[src/rtl/upd1771c_pkt_seq.sv]
// upd1771c_pkt_seq: host-side packet sequencer for the uPD1771C sound APU.
// Buffers {last,byte} command entries in a FIFO, then writes them to the APU
// parallel port (PA data, PB7 nCS, PB6 nWR). The first byte of a packet is
// written without looking at DSB. Every later byte waits for DSB high, strobes,
// and then waits for DSB low.
// Optional feature: define UPD1771C_PKT_TIMEOUT_EN to bound both DSB waits.
// A bounded wait that expires sets the sticky ERR flag and flushes the rest of
// the packet. When the macro is undefined, ERR is tied low and ERR_CLR has no
// effect.
module upd1771c_pkt_seq #(
  parameter int FIFO_DEPTH  = 16,
  parameter int STROBE_CYC  = 8,
  parameter int DSB_TIMEOUT = 4096
) (
  input  logic       CLK,
  input  logic       RES,
  input  logic       WR_EN,
  input  logic [7:0] WR_DATA,
  input  logic       WR_LAST,
  output logic       WR_FULL,
  output logic       BUSY,
  output logic       ERR,
  input  logic       ERR_CLR,
  output logic [7:0] APU_DIN,
  output logic       APU_NCS,
  output logic       APU_NWR,
  input  logic       APU_DSB
);

  localparam int AW = $clog2(FIFO_DEPTH);
  localparam int CW = $clog2(STROBE_CYC);
  localparam logic [CW-1:0] STROBE_LAST = CW'(STROBE_CYC - 1);
  localparam logic [AW:0]   DEPTH_CNT   = (AW+1)'(FIFO_DEPTH);

`ifdef UPD1771C_PKT_TIMEOUT_EN
  localparam logic [12:0] TO_LAST = 13'(DSB_TIMEOUT - 1);

  typedef enum logic [2:0] {
    IDLE, STROBE, HOLD, WAIT_HI, WAIT_LO, FLUSH
  } state_t;
`else
  typedef enum logic [2:0] {
    IDLE, STROBE, HOLD, WAIT_HI, WAIT_LO
  } state_t;
`endif

  // FIFO storage and bookkeeping
  logic [8:0]    fifoMem [FIFO_DEPTH];
  logic [AW-1:0] wrPtr_q, rdPtr_q;
  logic [AW:0]   count_q, count_d;
  logic          full_q;
  logic          push, pop, fifoEmpty;
  logic [7:0]    headData;
  logic          headLast;

  // Sequencer registers
  state_t        state_q;
  logic [7:0]    din_q;
  logic          ncs_q, nwr_q;
  logic          last_q, first_q;
  logic [CW-1:0] strobeCnt_q;
  logic          err_q;
`ifdef UPD1771C_PKT_TIMEOUT_EN
  logic [12:0]   toCnt_q;
`endif

  assign fifoEmpty = (count_q == '0);
  assign headData  = fifoMem[rdPtr_q][7:0];
  assign headLast  = fifoMem[rdPtr_q][8];
  // A push is refused whenever the registered full flag is set. This holds even
  // if a pop frees a slot in the same cycle.
  assign push      = WR_EN && !full_q;

  // The sequencer takes the FIFO head only in the states that consume a byte.
  always_comb begin
    pop = 1'b0;
    case (state_q)
      IDLE:    pop = !fifoEmpty;
      WAIT_HI: pop = APU_DSB && !fifoEmpty;
`ifdef UPD1771C_PKT_TIMEOUT_EN
      FLUSH:   pop = !fifoEmpty;
`endif
      default: pop = 1'b0;
    endcase
  end

  // Next occupancy count from this cycle's push and pop.
  always_comb begin
    count_d = count_q;
    if (push && !pop) begin
      count_d = count_q + 1'b1;
    end else if (!push && pop) begin
      count_d = count_q - 1'b1;
    end
  end

  // The FIFO data array has no reset. Only the pointers and count decide what is valid.
  always_ff @(posedge CLK) begin
    if (push) begin
      fifoMem[wrPtr_q] <= {WR_LAST, WR_DATA};
    end
  end

  // FIFO pointers, count and registered full flag.
  always_ff @(posedge CLK) begin
    if (RES) begin
      wrPtr_q <= '0;
      rdPtr_q <= '0;
      count_q <= '0;
      full_q  <= 1'b0;
    end else begin
      if (push) wrPtr_q <= wrPtr_q + 1'b1;
      if (pop)  rdPtr_q <= rdPtr_q + 1'b1;
      count_q <= count_d;
      full_q  <= (count_d == DEPTH_CNT);
    end
  end

  // Sequencer FSM. It owns the registered APU port outputs and the sticky error flag.
  always_ff @(posedge CLK) begin
    if (RES) begin
      state_q     <= IDLE;
      din_q       <= 8'h00;
      ncs_q       <= 1'b1;
      nwr_q       <= 1'b1;
      last_q      <= 1'b0;
      first_q     <= 1'b0;
      strobeCnt_q <= '0;
      err_q       <= 1'b0;
`ifdef UPD1771C_PKT_TIMEOUT_EN
      toCnt_q     <= '0;
`endif
    end else begin
`ifdef UPD1771C_PKT_TIMEOUT_EN
      if (ERR_CLR) err_q <= 1'b0;
`endif
      case (state_q)
        IDLE: begin
          if (!fifoEmpty) begin
            din_q       <= headData;
            last_q      <= headLast;
            first_q     <= 1'b1;
            ncs_q       <= 1'b0;
            nwr_q       <= 1'b0;
            strobeCnt_q <= '0;
            state_q     <= STROBE;
          end
        end
        STROBE: begin
          if (strobeCnt_q == STROBE_LAST) begin
            ncs_q   <= 1'b1;
            nwr_q   <= 1'b1;
            state_q <= HOLD;
          end else begin
            strobeCnt_q <= strobeCnt_q + 1'b1;
          end
        end
        HOLD: begin
`ifdef UPD1771C_PKT_TIMEOUT_EN
          toCnt_q <= '0;
`endif
          if (!first_q) begin
            state_q <= WAIT_LO;
          end else if (last_q) begin
            state_q <= IDLE;
          end else begin
            state_q <= WAIT_HI;
          end
        end
        WAIT_HI: begin
          if (APU_DSB && !fifoEmpty) begin
            din_q       <= headData;
            last_q      <= headLast;
            first_q     <= 1'b0;
            ncs_q       <= 1'b0;
            nwr_q       <= 1'b0;
            strobeCnt_q <= '0;
            state_q     <= STROBE;
          end
`ifdef UPD1771C_PKT_TIMEOUT_EN
          else if (!fifoEmpty) begin
            if (toCnt_q == TO_LAST) begin
              err_q   <= 1'b1;
              state_q <= FLUSH;
            end else begin
              toCnt_q <= toCnt_q + 13'd1;
            end
          end
`endif
        end
        WAIT_LO: begin
          if (!APU_DSB) begin
`ifdef UPD1771C_PKT_TIMEOUT_EN
            toCnt_q <= '0;
`endif
            state_q <= last_q ? IDLE : WAIT_HI;
          end
`ifdef UPD1771C_PKT_TIMEOUT_EN
          else if (toCnt_q == TO_LAST) begin
            err_q   <= 1'b1;
            state_q <= last_q ? IDLE : FLUSH;
          end else begin
            toCnt_q <= toCnt_q + 13'd1;
          end
`endif
        end
`ifdef UPD1771C_PKT_TIMEOUT_EN
        FLUSH: begin
          if (!fifoEmpty && headLast) begin
            state_q <= IDLE;
          end
        end
`endif
        default: state_q <= IDLE;
      endcase
    end
  end

`ifndef UPD1771C_PKT_TIMEOUT_EN
  logic [13:0] unusedCfg;
  assign unusedCfg = {ERR_CLR, 13'(DSB_TIMEOUT)};
`endif

  assign WR_FULL = full_q;
  assign BUSY    = (state_q != IDLE) || !fifoEmpty;
  assign ERR     = err_q;
  assign APU_DIN = din_q;
  assign APU_NCS = ncs_q;
  assign APU_NWR = nwr_q;

endmodule

[config.mk]
export PLATFORM = sky130hd
export DESIGN_NAME = upd1771c_pkt_seq
export DESIGN_NICKNAME = d
export VERILOG_FILES = /design/src/rtl/upd1771c_pkt_seq.sv
export SDC_FILE = /design/constraint.sdc
export NUM_CORES = 1
export LEC_CHECK = 0
export BUFFER_PORTS_ARGS = -buffer_cell sky130_fd_sc_hd__buf_2
export CAP_MARGIN = 30
export CELL_PAD_IN_SITES_DETAIL_PLACEMENT = 2
export CELL_PAD_IN_SITES_GLOBAL_PLACEMENT = 2
export CORE_ASPECT_RATIO = 1.5
export CORE_MARGIN = 10
export CORE_UTILIZATION = 42
export CTS_CLUSTER_DIAMETER = 30
export DETAILED_ROUTE_END_ITERATION = 10
export PLACE_DENSITY_LB_ADDON = 0.1
export SLEW_MARGIN = 20
export SYNTH_ARGS = -nofsm -noshare
export SYNTH_HDL_FRONTEND = slang
export SYNTH_SLANG_ARGS = --single-unit
[constraint.sdc]
create_clock -name CLK -period 1.95 [get_ports CLK]
set_input_delay 0 -clock CLK [delete_from_list [all_inputs] [get_ports CLK]]
set_output_delay 0 -clock CLK [all_outputs]
set_load 0.005 [all_outputs]
== After elaboration in Yosys (flattened, before gate mapping) ==
Memory sizes are Yosys's and may differ from the RTL's. A register that Yosys moved wholly into a read port is not among the register bits.
Cells that the tools add are included.

* Input port bits: 14
* Memories kept: 1
* RAM bits: 144
* Output and inout port bits: 13
* Register bits: 31

{| class="wikitable"
|+ Memory list
! name !! depth !! bits a word !! rd ports !! clocked after Yosys merged registers in !! write ports !! RTL line !! source
|-
| fifoMem || 16 || 9 || 1 || 1 || 1 || 48 || <nowiki>logic [8:0] fifoMem [FIFO_DEPTH];</nowiki>
|}

* Multiplexer cells: 30
* Add/sub/neg operators: 5
* Reductions and logical operators: 18
* Eq/ne operators: 11

{| class="wikitable"
|+ Operators with widths
! operator !! count
|-
| 3-bit 2-to-1 mux || 8
|-
| 8-bit 2-to-1 mux || 2
|-
| 8-bit case mux with 2 select lines || 1
|-
| 3-bit case mux with 5 select lines || 1
|-
| 4-bit AND reduction || 3
|-
| 5-bit 2-to-1 mux || 2
|-
| 2-bit inequality test (second input constant) || 5
|-
| 3-bit case mux with 3 select lines || 1
|-
| 4-bit by 1-bit adder with 4-bit output (second input constant) || 2
|-
| 1-bit 2-to-1 mux || 8
|-
| 4-bit 2-to-1 mux || 2
|-
| 3-bit by 2-bit == test with 1-bit output (second input constant) || 2
|-
| 3-bit == test (second input constant) || 2
|-
| 1-bit case mux with 2 select lines || 3
|-
| 3-bit nonzero test || 2
|-
| 5-bit by 1-bit adder with 5-bit output (second input constant) || 1
|-
| 5-bit == test (second input constant) || 1
|-
| 5-bit zero test || 1
|-
| 5-bit by 1-bit subtractor with 5-bit output (second input constant) || 1
|-
| 1-bit logical AND || 4
|-
| 1-bit zero test || 4
|-
| 3-bit by 1-bit adder with 3-bit output (second input constant) || 1
|-
| 3-bit by 1-bit == test with 1-bit output (second input constant) || 1
|-
| 3-bit zero test || 1
|-
| other kinds (5) || 5
|}

== Logic depth before layout (Yosys ltp) ==
* Depth in word-level cells: 8
* Gate-level depth with buffers: 8
* Mapped depth without buffers: 7

== Worst setup path after synthesis ==
OpenSTA, ideal clock, no wires.

* Kind: register to register
* Start: register count_q[0]
* End: register full_q, in the netlist WR_FULL
* Arrival: 1.984 ns
* Slack: -0.095 ns
* Buffers on the path: 1
* Cell stages (with the launch flop): 9
* Data required time: 1.889 ns
* Cells stage by stage: dfxtp_1 inv_1 ha_1 or4b_4 o211a_1 buf_6 or4_1 o311ai_1 and4_1

* Cells in the longest elaborated chain, start to end: 8
* Elaborated cells on any way between the ends: 12
* Those cells by class: add/sub: 2; eq/ne: 1; mux: 3; reduce/logical: 6

{| class="wikitable"
|+ Ends and longest elaborated chain
! what !! RTL line !! source
|-
| start: declaration || 50 || <nowiki>logic [AW:0] count_q, count_d;</nowiki>
|-
| start signal: assignment || 114 || <nowiki>count_q <= count_d;</nowiki>
|-
| 5-bit zero test || 67 || <nowiki>assign fifoEmpty = (count_q == '0);</nowiki>
|-
| 1-bit zero test || 78, 79 ||
|-
| 1-bit logical AND || 79 || <nowiki>WAIT_HI: pop = APU_DSB && !fifoEmpty;</nowiki>
|-
| 1-bit case mux with 2 select lines || 77 || <nowiki>case (state_q)</nowiki>
|-
| 1-bit logical AND or 1-bit zero test (tied branches) || 92, 90 ||
|-
| 5-bit 2-to-1 mux or 1-bit logical AND (tied branches) || 92, 90 ||
|-
| 5-bit 2-to-1 mux * || 90 || <nowiki>if (push && !pop) begin</nowiki>
|-
| 5-bit == test * || 115 || <nowiki>full_q <= (count_d == DEPTH_CNT);</nowiki>
|-
| end signal: assignment || 115 ||
|-
| end: declaration || 51 || <nowiki>logic full_q;</nowiki>
|}

Mark *: on every way between the ends. The rest lies on a longest branch, timed or not.
A chain may end at the register's enable or synchronous reset.

== Final worst setup path ==
Ends and elaborated chain as after synthesis.

==> metrics.txt <==
Area Growth Syn to Fin 20.1%; initial antenna violation count 0; crit path max fanout 5; Non-Filler Instances roughly 730; starting density of the core 42.6%; largest net degree at the start of global routing 33; Total GRT Usage between 10% and 20%; Post-Syn Nets between 400 and 500; startpoint types flop; Post-Synthesis Cells between 400 and 500; post-layout min period 1980 ps; Compound-Gate Fraction of Synth Area under 10%; Initial DRC Count 223; Setup WS post-layout -34.5 ps; vias per cell between 5 and 6; Post-DP HPWL 12,700 um; Hold Vio Cnt, Final 0; placed cell areas between 0.007 and 0.008 mm^2; Min-Delay Path Class in -> reg; CTS root buffer clkbuf_16; clock buffer depth 2; crit share post-route 102%; mux contribution to synthesized area between 10 and 15%; Top Ports 27; TritonCTS clock tree yes; critical path arrival approximately 2400 ps; Slew Viols, Final 0; most common cell after layout, fill and taps aside edfxtp_1; DIE WIDTH between 100 and 150 um; Synth Register Bits roughly 180; CTS sink count between 150 and 200; Worst Path Required between 2000 and 2500 ps; Die ar. 0.0227 mm^2; routed via count roughly 4,000; post-synth cell types 44; Die Span Y about 180 um; xor/xnor share of the synthesized area around 1.1%; grt total ovfl 0; Final Cell Area 0.00859 mm^2; drt first pass iters 4; most used cells in the layout excluding fill and tap cells edfxtp_1, buf_4, mux4_2; Syn Area/Cell roughly 17 um^2; Reg clk slew, reported paths 70 ps; Post-Synth Adder-Cell Area around 1.8%; CP endpoint kind flop; DRC errors left 0; Post-DRT Antenna Nets 0; synth warn 0; MaxCap Viol Count 0; pwr dens roughly 1300 mW/mm^2; combinational family with the most area after synthesis multiplexers; global-route wire length before repair around 28,000 um; asr flop ratio synth 0%; Mapped Area roughly 0.0071 mm^2; Rows 58; share of cells above drive strength 1 approximately 30%; sequential-to-total area share from yosys stat between 70% and 80%; Port Buffers 24; synthesized-area fraction occupied by and/or/nand/nor cells slightly above 6%; final setup violation count 4; core footprint roughly 0.017 mm^2; worst-case clock skew approximately 11 ps; final net count around 530; CTS Buf Count 17; Slew headroom 52.6%; P_leak 0.00297 uW; Routed WL per cell 24.7 um; Post-synth EDFFs around 140; vias in the first global route between 4,000 and 5,000; VDD IR max 0.000922 V; Main synth FF type edfxtp_1; placed cell count 683; clk_lat worst skew between 400 and 500 ps; violated checks negative setup slack; H-tree depth 4; Antenna diodes 0; unrepaired setup endpoints after global routing yes; Tightest Pin Transition a little over 700 ps; Achievable Freq ~500 MHz; Crit Path Class reg -> reg; GPL Wtd Cong about 0.84; drt total wl between 15,000 and 20,000 um; outcome finished with violations
## state kept, by name, summed over array words and instances (netlist names), named ones only
name and flops:
strobeCnt_q 3, state_q 3, last_q 1, WR_FULL 1
APU_DIN 8, rdPtr_q 4, wrPtr_q 4, fifoMem 144
APU_NWR 1, count_q 5, first_q 1
## per-stage QoR
stage | setup slack [ps] | util (%) | total power, uW | hold WS, ps | setup TNS [ps]
floorplan | -53.9 | - | 6580 | 98.9 | -53.9
global placement | 20.6 | 46.5 | 7690 | 375 | 0
detailed placement | -59.0 | 46.5 | 7850 | 407 | -108
CTS | -33.1 | 50.9 | 11400 | 18.9 | -122
global route | -114 | 51.2 | 12000 | 51.0 | -674
finish | -34.5 | 51.2 | 11400 | 34.2 | -43.3
## where the power goes
group / internal [uW] / leakage, uW / total [uW] / switching, uW
registers: 4410 / 0.00159 / 4640 / 229
clock network: 1730 / 0.000293 / 3410 / 1680
logic: 1650 / 0.00108 / 3340 / 1700
## repair_timing
item	in CTS	in global routing
hold endpoints to repair	144	0
hold buffers	9	0
pin swaps	0	1
resized for setup	3	21
setup endpoints to repair	10	23
cloned	1	0
buffers inserted	0	1
## routing by layer
layer	global-route usage, %	wire (um)	vias up	part of all wire [%]
li1	-	-	1826	-
met1	17.5	6640	2116	37
met2	30.2	10300	71	58
met3	3.56	542	30	3.0
met4	6.30	379	0	2.1
met5	0	0	-	0
## critical path, cell delays in order, from the launching register on
cell and delay (ps):
dfxtp_2 320, inv_2 70, ha_4 130, or4b_4 510, o211a_4 180, or4_1 410, o311ai_1 100, and4_1 210
## area by class of cell
cell class                      instances  area [um^2]
Fill cell                            1502         8180
Sequential cell                       179         5030
Multi-Input combinational cell        220         2040
Timing Repair Buffer                   78          622
Clock buffer                           17          425
Tap cell                              210          263
Clock inverter                         15          176
Inverter                                7         26.3
## cell families (layout without fill, tap and decap cells)
logic type | Yosys count | after routing
flops | 179 | 179
simple gates | 93 | 93
compound gates | 65 | 65
mux | 42 | 42
buf+inv | 33 | 117
fa+ha+maj | 10 | 10
xor+xnor | 9 | 9
other cells | 1 | 1
## worst paths after layout
path	startpoint	to	slack, ps	cells past startpoint
worst min-delay path	APU_DSB	state_q[1]	30	4
worst max register to register	count_q[0]	WR_FULL	-30	7
worst min register to register	APU_DIN[6]	APU_DIN[6]	470	2
worst max-delay path	count_q[0]	WR_FULL	-30	7
## Yosys cell counts (all sizes together) (2+ instances only)
master / number / share of area [%]
a211oi: 5 / 0.53
a21oi: 18 / 1.3
a22o: 18 / 2.2
a31oi: 2 / 0.18
and2: 4 / 0.35
and3: 2 / 0.18
buf: 10 / 0.82
clkbuf: 16 / 0.84
dfxtp: 35 / 9.8
edfxtp: 144 / 60
ha: 10 / 1.8
inv: 7 / 0.37
mux2i: 6 / 0.84
mux4: 36 / 11
nand2: 24 / 1.3
nand2b: 3 / 0.26
nand4: 6 / 0.53
nor2: 34 / 1.8
nor2b: 6 / 0.53
nor3: 6 / 0.42
o21ai: 11 / 0.77
o31ai: 2 / 0.21
or4: 2 / 0.21
xnor2: 5 / 0.61
xor2: 4 / 0.49
No activity file was read; power rests on OpenSTA's default activity.
